<file path="src/rtl/pipe_stage_reg.sv">
// Stall-aware pipeline register with LANES independent writeback lanes and saturating stall/bubble/flush counters.
// Latency: one clk, registered outputs only. Backpressure: own stall bit holds or bubbles depending on the downstream stall bit.
module pipe_stage_reg #(
  parameter int DATA_W          = 32,
  parameter int LANES           = 2,
  parameter int STALL_W         = 6,
  parameter int STAGE_IDX       = 4,
  parameter int CLEAR_ON_BUBBLE = 1,
  parameter int CNT_W           = 16
) (
  input  logic                    clk,
  input  logic                    rst,
  input  logic [STALL_W-1:0]      stall,
  input  logic                    flush,
  input  logic                    cnt_clr,
  input  logic [LANES-1:0]        in_valid,
  input  logic [LANES*DATA_W-1:0] in_data,
  output logic [LANES-1:0]        out_valid,
  output logic [LANES*DATA_W-1:0] out_data,
  output logic [CNT_W-1:0]        stall_cnt,
  output logic [CNT_W-1:0]        bubble_cnt,
  output logic [CNT_W-1:0]        flush_cnt
);

  typedef enum logic [1:0] {
    ACT_HOLD   = 2'd0,
    ACT_ADV    = 2'd1,
    ACT_BUBBLE = 2'd2,
    ACT_FLUSH  = 2'd3
  } act_e;

  localparam logic [CNT_W-1:0] CNT_ONE = {{(CNT_W-1){1'b0}}, 1'b1};
  localparam logic [CNT_W-1:0] CNT_MAX = {CNT_W{1'b1}};

  logic                    stage_stall;
  logic                    down_stall;
  logic                    unused_stall;
  act_e                    act;

  logic [LANES-1:0]        valid_q, valid_d;
  logic [LANES*DATA_W-1:0] data_q, data_d;
  logic [CNT_W-1:0]        stall_cnt_q, stall_cnt_d;
  logic [CNT_W-1:0]        bubble_cnt_q, bubble_cnt_d;
  logic [CNT_W-1:0]        flush_cnt_q, flush_cnt_d;

  assign stage_stall  = stall[STAGE_IDX];
  assign unused_stall = ^stall;

  // The last stage has no downstream stall bit, so a stall there always bubbles.
  generate
    if (STAGE_IDX < STALL_W - 1) begin : g_down
      assign down_stall = stall[STAGE_IDX+1];
    end else begin : g_last
      assign down_stall = 1'b0;
    end
  endgenerate

  always_comb begin
    act = ACT_HOLD;
    if (flush) begin
      act = ACT_FLUSH;
    end else if (stage_stall && !down_stall) begin
      act = ACT_BUBBLE;
    end else if (!stage_stall) begin
      act = ACT_ADV;
    end
  end

  always_comb begin
    valid_d = valid_q;
    data_d  = data_q;
    unique case (act)
      ACT_ADV: begin
        valid_d = in_valid;
        for (int i = 0; i < LANES; i++) begin
          if ((CLEAR_ON_BUBBLE != 0) && !in_valid[i]) begin
            data_d[i*DATA_W +: DATA_W] = '0;
          end else begin
            data_d[i*DATA_W +: DATA_W] = in_data[i*DATA_W +: DATA_W];
          end
        end
      end
      ACT_BUBBLE, ACT_FLUSH: begin
        valid_d = '0;
        if (CLEAR_ON_BUBBLE != 0) begin
          data_d = '0;
        end
      end
      default: begin
        valid_d = valid_q;
        data_d  = data_q;
      end
    endcase
  end

  always_comb begin
    stall_cnt_d  = stall_cnt_q;
    bubble_cnt_d = bubble_cnt_q;
    flush_cnt_d  = flush_cnt_q;
    if (cnt_clr) begin
      stall_cnt_d  = '0;
      bubble_cnt_d = '0;
      flush_cnt_d  = '0;
    end else begin
      unique case (act)
        ACT_HOLD:   if (stall_cnt_q  != CNT_MAX) stall_cnt_d  = stall_cnt_q  + CNT_ONE;
        ACT_BUBBLE: if (bubble_cnt_q != CNT_MAX) bubble_cnt_d = bubble_cnt_q + CNT_ONE;
        ACT_FLUSH:  if (flush_cnt_q  != CNT_MAX) flush_cnt_d  = flush_cnt_q  + CNT_ONE;
        default: begin
          stall_cnt_d = stall_cnt_q;
        end
      endcase
    end
  end

  always_ff @(posedge clk) begin
    if (rst) begin
      valid_q      <= '0;
      data_q       <= '0;
      stall_cnt_q  <= '0;
      bubble_cnt_q <= '0;
      flush_cnt_q  <= '0;
    end else begin
      valid_q      <= valid_d;
      data_q       <= data_d;
      stall_cnt_q  <= stall_cnt_d;
      bubble_cnt_q <= bubble_cnt_d;
      flush_cnt_q  <= flush_cnt_d;
    end
  end

  assign out_valid  = valid_q;
  assign out_data   = data_q;
  assign stall_cnt  = stall_cnt_q;
  assign bubble_cnt = bubble_cnt_q;
  assign flush_cnt  = flush_cnt_q;

endmodule
</file>
<file path="config.mk">
export PLATFORM = sky130hd
export DESIGN_NAME = pipe_stage_reg
export DESIGN_NICKNAME = d
export VERILOG_FILES = /design/src/rtl/pipe_stage_reg.sv
export SDC_FILE = /design/constraint.sdc
export NUM_CORES = 1
export LEC_CHECK = 0
export CAP_MARGIN = 40
export CORE_AREA = 8 8 113 115
export DETAILED_ROUTE_END_ITERATION = 7
export DIE_AREA = 0 0 121 123
export PLACE_DENSITY = 0.89
export SLEW_MARGIN = 5
export SYNTH_ARGS = -nofsm -noshare
export SYNTH_HDL_FRONTEND = slang
export SYNTH_SLANG_ARGS = --single-unit
</file>
<file path="constraint.sdc">
create_clock -name clk -period 2.5 [get_ports clk]
set_clock_uncertainty 0.05 [all_clocks]
set_input_delay 0.25 -clock clk [delete_from_list [all_inputs] [get_ports clk]]
set_output_delay 0.25 -clock clk [all_outputs]
set_load 0.01 [all_outputs]
</file>
After elaboration in Yosys (flattened, before gate mapping)
Cells that the tools add are included.
W data, S select, Z words.
{"block": "totals", "mem_count": 0, "input_bits": 76, "word_cells": 30, "ff_bits": 114, "ramBits": 0, "latch_bits": 0, "output_inout_bits": 114, "romBits": 0}
{"block": "classes", "shift": 0, "n_mux": 7, "n_mul": 0, "n_div": 0, "magnitude_cmp": 0, "n_reduce_logical": 9, "n_addsub": 3, "eq_ne": 6, "bitwise_logic": 0}
{"cell": "$pmux W64 S2", "n": 1}
{"cell": "$mux W32", "n": 2}
{"cell": "$add A16 B1 Y16 const B", "n": 3}
{"cell": "$ne A16 B16 Y1 const B", "n": 3}
{"cell": "$reduce_and A2 Y1", "n": 3}
{"cell": "$eq A2 B2 Y1 const B", "n": 2}
{"cell": "$mux W2", "n": 2}
{"cell": "$pmux W2 S2", "n": 1}
{"cell": "$reduce_or A2 Y1", "n": 2}
{"cell": "$eq A2 B1 Y1 const B", "n": 1}
{"cell": "$logic_not A2 Y1", "n": 1}
{"cell": "$reduce_bool A2 Y1", "n": 1}
{"cell": "$logic_and A1 B1 Y1", "n": 1}
{"cell": "$logic_not A1 Y1", "n": 1}
{"cell": "$mux W1", "n": 1}

Longest topological paths before layout
Gate-level depths: netlist of run 1.
{"block": "depth", "ltp_word": 7, "ltp_mapped": 6, "depth_no_buf": 5}

Worst setup path before layout of run 1
No wires, ideal clock.
{"block": "synth_timing", "path_kind": "flip-flop to flip-flop", "from": "reg bubble_cnt_q[0], in the netlist bubble_cnt[0]", "to": "reg bubble_cnt_q[14], in the netlist bubble_cnt[14]", "setup_ns": 0.070, "stages_incl_launch_ff": 7, "t_arrival_ns": 1.913, "required_time_ns": 2.380, "synth_period_minus_slack_ns": 2.034, "path_slack_ns": 0.466, "path_buffers": 1, "path_cell_list": "dfxtp_1 > ha_1 > nand4bb_1 > or3_1 > clkbuf_1 > or4_1 > a21oi_1"}
{"block": "synth_between", "elab_chain_cells": 2, "elab_cells_between_ends": 3, "cone_classes": "add/sub (1); eq/ne (1); reduce/logical (1)"}
{"item": "start, declared", "line_no": "43", "rtl": "logic [CNT_W-1:0] bubble_cnt_q, bubble_cnt_d;"}
{"item": "start signal, assigned", "line_no": "127", "rtl": "bubble_cnt_q <= bubble_cnt_d;"}
{"item": "branches (longest 2 deep; another with $add A16 B1 Y16)"}
Several ways; the timed one is not identified.
A chain may end at the register's enable or synchronous reset.

Final worst setup path of run 1
Ends and elaborated chain as after synthesis.

==> results of run 1 <==
-- worst max-delay path by stage --
| stage | to | from | slack [ns] | cells past startpoint |
|---|---|---|---|---|
| 2_1_floorplan | bubble_cnt[14]$_SDFFE_PP0P_ | bubble_cnt[0]$_SDFFE_PP0P_ | 0.47 | 6 |
| 3_3_place_gp | bubble_cnt[9]$_SDFFE_PP0P_ | stall[4] | 0.03 | 5 |
| 3_5_place_dp | bubble_cnt[9]$_SDFFE_PP0P_ | stall[4] | 0.03 | 5 |
| 4_1_cts | bubble_cnt[14]$_SDFFE_PP0P_ | bubble_cnt[0]$_SDFFE_PP0P_ | 0.43 | 5 |
| 5_1_grt | bubble_cnt[9]$_SDFFE_PP0P_ | bubble_cnt[3]$_SDFFE_PP0P_ | 0.28 | 4 |
| 6_report | bubble_cnt[14]$_SDFFE_PP0P_ | bubble_cnt[0]$_SDFFE_PP0P_ | 0.40 | 5 |
-- report_power, final --
group | switching, mW | internal [mW] | total (mW)
registers | 0.0145 | 1.84 | 1.86
logic | 0.123 | 0.167 | 0.290
clock network | 0.786 | 1.41 | 2.20
total | 0.923 | 3.42 | 4.34
-- worst min-delay path, delay by kind of cell --
kind                   cells  cell delay, ns
AOI/OAI and AO/OA          1            0.06
and+or+nand+nor            1            0.07
buffers and inverters      1            0.45
-- layout make-up --
type,count,area [um^2],area share
Sequential cell,114,2280,0.318
Clock buffer,26,519,0.0724
Timing Repair Buffer,200,1960,0.273
Clock inverter,5,25.0,0.00349
Multi-Input combinational cell,359,2180,0.304
Inverter,8,30.0,0.00419
Tap cell,143,179,0.0249
-- state kept, by name, indices dropped and copies added, names as in the netlist --
| signal | flops |
|---|---|
| bubble_cnt | 16 |
| stall_cnt | 16 |
| out_data | 64 |
| out_valid | 2 |
| flush_cnt | 16 |
-- layer usage --
metal	wire length, um	vias to the layer above	part of all wire
met5	0	-	0
met4	240	0	0.016
met3	1900	20	0.12
met2	7550	246	0.49
met1	5730	2361	0.37
li1	-	2335	-
-- stage by stage --
stage | worst slack (ns) | instance area, um^2 | util | power [mW] | hold slack [ns]
6_report | 0.400 | 7170 | 0.648 | 4.34 | 0.421
3_5_place_dp | 0.0294 | 6630 | 0.599 | 2.18 | 0.436
4_1_cts | 0.426 | 7170 | 0.648 | 4.38 | 0.408
2_1_floorplan | 0.466 | 4600 | - | 1.99 | 0.348
3_3_place_gp | 0.0267 | 6630 | 0.599 | 2.17 | 0.418
5_1_grt | 0.284 | 7170 | 0.648 | 4.48 | 0.428
-- cell families after synthesis --
family                     count (synthesis)  share of synthesized area
xor gates and xnor gates                   5                    0.00952
AOI/OAI and AO/OA                        149                      0.223
DFF                                      114                      0.496
adders and majority gates                  3                    0.00816
and+or+nand+nor                          200                      0.227
buffers and inverters                     40                     0.0326
muxes                                      2                    0.00435
-- cell usage in the layout (no fill, tap or decap), types with 4 or more instances in the layout --
| cell | count |
|---|---|
| a21oi_1 | 32 |
| a22oi_1 | 64 |
| a31oi_1 | 4 |
| and3_1 | 6 |
| and4_1 | 8 |
| buf_4 | 15 |
| clkbuf_16 | 17 |
| clkbuf_8 | 6 |
| clkdlybuf4s50_1 | 184 |
| clkinv_2 | 5 |
| dfxtp_1 | 114 |
| inv_1 | 8 |
| nand2_1 | 18 |
| nand3_1 | 23 |
| nand4_1 | 16 |
| nor2_1 | 76 |
| nor3_1 | 6 |
| nor4_1 | 6 |
| o21ai_0 | 13 |
| o311ai_0 | 5 |
| o31ai_1 | 16 |
| o41ai_1 | 7 |
| or3_1 | 9 |
| or4_1 | 19 |
| xor2_1 | 5 |
==> metrics.md, run 1 <==
| Metric | Value |
|---|---|
| Initial antenna violation count | `0` |
| GRT Overall Usage | `0.200` |
| Final GP Congestion | `0.832` |
| Minimum clock period | `2.10 ns` |
| Post-cts repair resize count | `0` |
| Largest net degree at the start of global routing | `70` |
| FILL cells | `870` |
| # placed instances | `824` |
| Measured slew at the worst slew-check pin | `0.827 ns` |
| Global-route track usage on met2 | `0.342` |
| Clk_lat worst skew | `0.40 ns` |
| Grt total ovfl | `0` |
| Pleak | `2.39 nW` |
| Max cap viols | `0` |
| Max Buffers Root-to-Sink | `2` |
| Syn nets | `592` |
| Top cells by area, synth | `dfxtp_1 50%, a22oi_1 10%, nor2_1 6.2%, a21oi_1 3.5%, or4_1 3.1%` |
| Power Density | `605 mW/mm^2` |
| Num CTS Buffers | `17` |
| Syn Std Cell Area | `0.00460 mm^2` |
| Arr. time, crit path | `2.37 ns` |
| Max-slew headroom at the worst pin | `0.444` |
| Vias post-DR | `4962` |
| Crit path buf inv count | `0` |
| Final TNS setup | `0 ns` |
| Synth Register Bits | `114` |
| Met1 Track Usage GR | `0.209` |
| Syn-to-layout area delta | `55.9%` |
| Hold Violations, Final | `0` |
| HP Class | `primary input to register` |
| Reg-to-reg slack, setup | `0.40 ns` |
| Cell count of the worst hold path | `3` |
| TritonCTS clock tree | `built` |
| CTS Root Buffer Type | `clkbuf_16` |
| I/O Buffers | `185` |
| Seq/Total Area, Yosys | `0.496` |
| Synth area leader | `dfxtp_1` |
| Final Max Tran Viols | `0` |
| CP endpoint kind | `register` |
| R2r startpoint | `bubble_cnt[0]$_SDFFE_PP0P_` |
| Worst-case reg-to-reg path depth | `5` |
| EDFF count, synth | `0` |
| Top_reg_cell synth | `dfxtp_1` |
| Row cnt | `39` |
| Worst-path cell chain | `ha_1 -> nand4bb_1 -> or3_1 -> or4_1 -> a21oi_1` |
| Core area | `0.0111 mm^2` |
| Commonest cells in the netlist | `114 x dfxtp_1, 76 x nor2_1, 64 x a22oi_1` |
| CP Launch Type | `register` |
| Vias per cell | `5.80` |
| Reg-to-Reg End | `bubble_cnt[14]$_SDFFE_PP0P_` |
| Final setup viols | `0` |
| Worst endpoint required time | `2.77 ns` |
| Iteration-0 DRC Markers | `426` |
| DRT Wirelength | `15400 um` |
| Asr flop ratio synth | `0` |
| Hold_sp | `in_data[59]` |
| Slowest cell on the critical path | `or4_1` |
| Antenna cells | `0` |
| Count leader, synth | `dfxtp_1` |
| Setup bufs post-CTS | `0` |
| Die height | `123 um` |
| Met3 global-route usage | `0.100` |
| Die W | `121 um` |
| Number of synthesis warnings | `0` |
| Post-route ant nets | `0` |
| # H-tree levels | `4` |
| Global-route wire length before repair | `24000 um` |
| Hold endpoint | `out_data[59]$_SDFFE_PP0P_` |
| Max incr delay on CP | `0.52 ns` |
| Syn_area_per_cell | `8.97 um^2` |
| Layout Nets | `779` |
| Outcome | `finished clean` |
| Setup Crit Path Kind | `register to register` |
| Drt pass-1 iters | `5` |
| Io pins | `190` |
| Count of cell types in the netlist | `38` |
| Hold buffers post-CTS | `0` |
| Unrepaired setup endpoints after global routing | `no` |
| Delay-heaviest family, CP | `simple AND/OR/NAND/NOR gates` |
| Finished Layout Cells | `855` |
| Syn Inst Count | `513` |
| Reg clk slew, reported paths | `0.05 ns` |
| Top cell type's share of synthesized area | `0.496` |
| Remaining routing DRC violations | `0` |
| Wire per inst | `18.0 um` |
| Worst-path maximum fanout | `8` |
| Initial Util | `0.415` |
| Final HPWL from detailed placement | `11200 um` |
| Share of cells above drive strength 1 | `0.0688` |
| Vias in the first global route | `4861` |
| Clk sink count | `114` |
| Busiest grt layer | `met2` |
| Period utilization | `0.840` |
| F_max | `476 MHz` |
| VDD IR max | `0.430 mV` |
| Die area | `0.0149 mm^2` |
Power figures use the tool's default switching activity.
==> run 2: changes to the inputs <==
--- a/config.mk
+++ b/config.mk
@@ -6,10 +6,10 @@
 export NUM_CORES = 1
 export LEC_CHECK = 0
 export CAP_MARGIN = 40
-export CORE_AREA = 8 8 113 115
+export CORE_AREA = 8 8 118 120
 export DETAILED_ROUTE_END_ITERATION = 7
-export DIE_AREA = 0 0 121 123
-export PLACE_DENSITY = 0.89
+export DIE_AREA = 0 0 126 128
+export PLACE_DENSITY = 0.86
 export SLEW_MARGIN = 5
 export SYNTH_ARGS = -nofsm -noshare
 export SYNTH_HDL_FRONTEND = slang
==> constraint.sdc (replaced) <==
create_clock -name clk -period 1.75 [get_ports clk]
set_clock_uncertainty 0.05 [all_clocks]
set_input_delay 0.175 -clock clk [delete_from_list [all_inputs] [get_ports clk]]
set_output_delay 0.175 -clock clk [all_outputs]
set_load 0.01 [all_outputs]
==> run 2 against run 1 <==
Net effect: core utilization decreased by 0.92 points; worst setup slack got worse by 0.45 ns; via count rose by 5.7%; wire length grew 11%; cell count grew 6.8%; the run now ends with setup timing left; highest routed layer unchanged; register-to-register slack worse by 0.43 ns; sequential share of layout area is 2.2 points lower; design area grew 8.7%; global-route usage increased by 0.76 points; count of clock-buffer cells in the layout decreased by 6; die area increased by 8.4%.
==> metrics.md, run 2 (synthesis results as in run 1) <==
| Metric | Value |
|---|---|
| Outcome | `complete, but fails checks` |
| Failing checks | `setup timing` |
| Hold Violations, Final | `0` |
| Largest net degree at the start of global routing | `67` |
| Io pins | `190` |
| Initial antenna violation count | `0` |
| Antenna cells | `0` |
| Num CTS Buffers | `17` |
| Post-route ant nets | `0` |
| Layout Utilization | `0.638` |
| Final setup viols | `1` |
| Row cnt | `41` |
| Vias post-DR | `5246` |
| Delay-heaviest family, CP | `simple AND/OR/NAND/NOR gates` |
| Final TNS setup | `-0.0508 ns` |
| DRT Wirelength | `17200 um` |
| Final GP Congestion | `0.835` |
| Period utilization | `1.03` |
| Clk_lat worst skew | `0.41 ns` |
| Core area | `0.0122 mm^2` |
| Initial Util | `0.377` |
| P_int | `4.92 mW` |
| Slowest cell on the critical path | `or4_4` |
| Die W | `126 um` |
| Most common cell after layout, fill and taps aside | `clkdlybuf4s50_1` |
| CTS Root Buffer Type | `clkbuf_16` |
| Wire per inst | `18.8 um` |
| Unrepaired setup endpoints after global routing | `yes` |
| I/O Buffers | `185` |
| Global-route wire length before repair | `26800 um` |
| Vias per cell | `5.75` |
| Remaining routing DRC violations | `0` |
| Measured slew at the worst slew-check pin | `0.663 ns` |
| Worst endpoint required time | `2.03 ns` |
| Max cap viols | `0` |
| Final HPWL from detailed placement | `12100 um` |
| TritonCTS clock tree | `built` |
| Final Max Tran Viols | `0` |
| Die area | `0.0161 mm^2` |
| Layout Nets | `830` |
| Vias in the first global route | `5291` |
| F_max | `555 MHz` |
| # H-tree levels | `4` |
| CP Launch Point | `stall[5]` |
| Clk sink count | `114` |
| Reg clk slew, reported paths | `0.05 ns` |
| GRT Overall Usage | `0.208` |
| Comb power frac | `0.071` |
| CP Launch Type | `primary input` |
| Worst-path cell chain | `clkdlybuf4s50_1 -> or3b_4 -> or4_4 -> or4_4 -> a21oi_2` |
| Crit path buf inv count | `1` |
| Share of cells above drive strength 1 | `0.187` |
| Hold_sp | `rst` |
| Cell mode on critical path | `or4_4` |
| Die height | `128 um` |
| R2r startpoint | `bubble_cnt[5]$_SDFFE_PP0P_` |
| PnR worst setup slack | `-0.0508 ns` |
| Syn-to-layout area delta | `69.4%` |
| CP endpoint kind | `register` |
| Arr. time, crit path | `2.08 ns` |
| VDD IR max | `0.757 mV` |
| Power Density | `810 mW/mm^2` |
| Post-Place Worst Slack | `-0.510 ns` |
| Most frequent cells in the layout | `182 x clkdlybuf4s50_1, 99 x dfxtp_1, 76 x nor2_1` |
| Setup Crit Path Kind | `primary input to register` |
| Pleak | `2.71 nW` |
| Reg power frac | `0.419` |
| Drt pass-1 iters | `5` |
| Worst-path maximum fanout | `6` |
| Minimum clock period | `1.80 ns` |
| Max incr delay on CP | `0.47 ns` |
| Switching share of power | `0.222` |
| HP Class | `primary input to register` |
| Max Buffers Root-to-Sink | `2` |
| Max reg flops | `64` |
| Switch Pwr | `1.40 mW` |
| Max-slew headroom at the worst pin | `0.558` |
| Iteration-0 DRC Markers | `483` |
| Clk network pwr share | `0.510` |
| Grt total ovfl | `0` |
==> run 2: changes by cell type in the layout (fill, tap and decap cells not counted), moves of 4 or more <==
cell,previous run,this run
a21oi_2,0,4
dfxtp_2,0,12
buf_4,15,61
a21oi_1,32,28
dfxtp_1,114,99
or4_1,19,15
or4_4,0,4
==> run 2: power by group through the flow <==
stage	clock network, mW	logic, mW	registers (mW)
3_3_place_gp	0	0.432	2.70
5_1_grt	3.40	0.480	2.65
4_1_cts	3.28	0.448	2.64
6_report	3.22	0.449	2.65
3_5_place_dp	0	0.443	2.70
2_1_floorplan	0	0.128	2.71
==> run 2: repair_timing <==
item,CTS,global route
hold endpoints to repair,0,0
pin swaps,0,8
setup buffers,0,6
hold buffers,0,0
resized for setup,4,30
endpoints found under the setup margin,9,34
==> run 2: through the flow <==
stage | hold WS [ns] | cell area, um^2 | cells | power [mW]
after detailed placement | 0.416 | 7070 | 876 | 3.14
after global routing | 0.0514 | 7790 | 913 | 6.53
after floorplan | 0.273 | 4660 | 513 | 2.84
after global placement | 0.396 | 7070 | 876 | 3.13
final | 0.0467 | 7790 | 913 | 6.32
after CTS | 0.0212 | 7640 | 907 | 6.38
==> run 2: layout make-up <==
class | instances | area [um^2]
Multi-Input combinational cell | 359 | 2320
Timing Repair Buffer | 251 | 2390
Fill cell | 937 | 4410
Sequential cell | 114 | 2310
Clock inverter | 11 | 87.6
Inverter | 8 | 30.0
Clock buffer | 20 | 467
Tap cell | 150 | 188
==> run 2: routing by layer <==
layer	up-vias	track usage	part of all wire
met5	-	0	0
met4	0	0.0729	0.016
met3	35	0.121	0.12
met2	261	0.359	0.50
met1	2521	0.204	0.36
li1	2429	-	-
==> run 2: path summary, 6_finish.rpt <==
kind | end | slack, ns | cells past startpoint
worst max-delay path | bubble_cnt[13]$_SDFFE_PP0P_ | -0.05 | 5
worst min register to register | bubble_cnt[5]$_SDFFE_PP0P_ | 0.43 | 1
worst min-delay path | bubble_cnt[15]$_SDFFE_PP0P_ | 0.05 | 3
worst max register to register | bubble_cnt[13]$_SDFFE_PP0P_ | -0.03 | 4
==> run 2: worst register-to-register path, cell delays in order, from the launching register on <==
cell and delay (ns):
dfxtp_2 0.36, nand4_1 0.14, or4_4 0.56, or4_4 0.44, a21oi_2 0.16
==> run 3: changes to the inputs <==
--- a/config.mk
+++ b/config.mk
@@ -6,10 +6,11 @@
 export NUM_CORES = 1
 export LEC_CHECK = 0
 export CAP_MARGIN = 40
-export CORE_AREA = 8 8 118 120
+export CORE_AREA = 8 8 103 105
 export DETAILED_ROUTE_END_ITERATION = 7
-export DIE_AREA = 0 0 126 128
-export PLACE_DENSITY = 0.86
+export DIE_AREA = 0 0 111 113
+export DONT_BUFFER_PORTS = 1
+export PLACE_DENSITY = 0.79
 export SLEW_MARGIN = 5
 export SYNTH_ARGS = -nofsm -noshare
 export SYNTH_HDL_FRONTEND = slang
==> run 3 against run 2 <==
Net effect: the run still ends with setup timing left; largest cell class is now multi-input gates; global-route usage is 3.8 points higher; design area down 12%; cell count down 14%; sequential cell count unchanged; worst setup slack better by 0.023 ns; critical path depth is the same; count of clock-buffer cells in the layout is 1 lower; clock power down 2%; sequential power is essentially flat; register-to-register slack hardly changed; wire length is 3.6% lower; combinational power down 26%.
==> metrics.md, run 3 (synthesis results as in run 1) <==
| Metric | Value |
|---|---|
| Outcome | `complete, but fails checks` |
| Failing checks | `setup timing` |
| Core area | `0.00898 mm^2` |
| Global-route wire length before repair | `25200 um` |
| Clk network pwr share | `0.513` |
| Worst-path maximum fanout | `8` |
| CP endpoint kind | `register` |
| Clk sink count | `114` |
| Reg power frac | `0.433` |
| Worst endpoint required time | `2.12 ns` |
| Syn-to-layout area delta | `48.4%` |
| Pleak | `2.50 nW` |
| CTS Root Buffer Type | `clkbuf_8` |
| CP Launch Type | `register` |
| Layout Nets | `741` |
| Max Buffers Root-to-Sink | `2` |
| Row cnt | `35` |
| Die area | `0.0125 mm^2` |
| Vias post-DR | `4957` |
| Clk_lat worst skew | `0.49 ns` |
| Post-route ant nets | `0` |
| Post-Place Worst Slack | `-0.100 ns` |
| I/O Buffers | `0` |
| Max cap viols | `0` |
| Initial antenna violation count | `1` |
| Arr. time, crit path | `2.15 ns` |
| Final Max Tran Viols | `0` |
| P_int | `4.68 mW` |
| Finished Layout Cells | `787` |
| Num CTS Buffers | `17` |
| Period utilization | `1.02` |
| Remaining routing DRC violations | `0` |
| Die height | `113 um` |
| F_max | `563 MHz` |
| Minimum clock period | `1.78 ns` |
| Most frequent cells in the layout | `97 x dfxtp_1, 81 x buf_4, 79 x dlygate4sd3_1` |
| Vias in the first global route | `4928` |
| Max reg flops | `64` |
| Max-slew headroom at the worst pin | `0.611` |
| Share of cells above drive strength 1 | `0.250` |
| Final setup viols | `2` |
| Unrepaired setup endpoints after global routing | `yes` |
| GRT Overall Usage | `0.246` |
| Initial Util | `0.512` |
| Switch Pwr | `1.47 mW` |
| Switching share of power | `0.240` |
| TritonCTS clock tree | `built` |
| Grt total ovfl | `0` |
| Io pins | `190` |
| Wire per inst | `21.0 um` |
| Reg clk slew, reported paths | `0.06 ns` |
| FILL cells | `579` |
| Measured slew at the worst slew-check pin | `0.584 ns` |
| # H-tree levels | `4` |
| Comb power frac | `0.054` |
| DRT Wirelength | `16600 um` |
| Largest net degree at the start of global routing | `70` |
| VDD IR max | `0.660 mV` |
| HP Class | `primary input to register` |
| Iteration-0 DRC Markers | `520` |
| Pwr Total | `6.15 mW` |
| Power Density | `901 mW/mm^2` |
| Final GP Congestion | `0.823` |
| Final HPWL from detailed placement | `9860 um` |
| Drt pass-1 iters | `5` |
| Hold Violations, Final | `0` |
| Layout Utilization | `0.760` |
| Vias per cell | `6.30` |
| Most common cell after layout, fill and taps aside | `dfxtp_1` |
| Die W | `111 um` |
| PnR worst setup slack | `-0.0274 ns` |
| Setup Crit Path Kind | `register to register` |
| # placed instances | `667` |
run 3: repair_timing:
action | in CTS | in global routing
hold endpoints to repair | 80 | 0
endpoints found under the setup margin | 5 | 29
cloned | 1 | 0
hold buffers | 81 | 0
resized for setup | 5 | 37
pin swaps | 0 | 15
buffers inserted | 0 | 5
run 3: critical path, cell delays in order (launching register included):
cell       delay, ns
dfxtp_4         0.37
ha_4            0.15
nand4bb_4       0.11
or3_4           0.46
or4_4           0.43
a21oi_2         0.14
run 3: layout make-up:
class / instances / area (um^2) / area share
diodes: 1 / 2.50 / 0.000367
clock buffers: 19 / 453 / 0.0664
clock inverters: 13 / 98.8 / 0.0145
inverters: 8 / 32.5 / 0.00477
multi-input cells: 359 / 2350 / 0.344
flip-flops and latches: 114 / 2310 / 0.339
well taps: 111 / 139 / 0.0203
repair buffers: 162 / 1440 / 0.211
run 3: worst paths after layout:
| path | startpoint | endpoint | slack [ns] | depth (start not counted) |
|---|---|---|---|---|
| setup / recovery | bubble_cnt[0]$_SDFFE_PP0P_ | bubble_cnt[14]$_SDFFE_PP0P_ | -0.03 | 5 |
| hold / removal | stall[5] | stall_cnt[0]$_SDFFE_PP0P_ | 0.05 | 3 |
| setup reg to reg | bubble_cnt[0]$_SDFFE_PP0P_ | bubble_cnt[14]$_SDFFE_PP0P_ | -0.03 | 5 |
| hold reg to reg | bubble_cnt[8]$_SDFFE_PP0P_ | bubble_cnt[8]$_SDFFE_PP0P_ | 0.46 | 2 |
run 3: stage by stage:
step / hold slack [ns] / instance area, um^2 / setup TNS, ns
3_5_place_dp: 0.204 / 5250 / -0.202
4_1_cts: 0.0197 / 6660 / -0.0186
5_1_grt: 0.0475 / 6830 / -0.290
3_3_place_gp: 0.202 / 5250 / -0.0270
6_report: 0.0545 / 6830 / -0.0304
2_1_floorplan: 0.273 / 4660 / -0.170
run 3: routing by layer:
layer  vias to the layer above  GRT usage  wire (um)  share of wire
met5                         -          0          0              0
met3                        35      0.129       2140           0.13
li1                       2268          -          -              -
met2                       290      0.407       8050           0.49
met4                         0      0.111        475          0.029
met1                      2364      0.255       5900           0.36
run 3: power groups by stage:
stage,logic [mW],clock network (mW),registers (mW)
6_report,0.331,3.15,2.66
2_1_floorplan,0.128,0,2.71
3_3_place_gp,0.142,0,2.72
5_1_grt,0.354,3.33,2.67
4_1_cts,0.314,3.20,2.66
3_5_place_dp,0.148,0,2.72
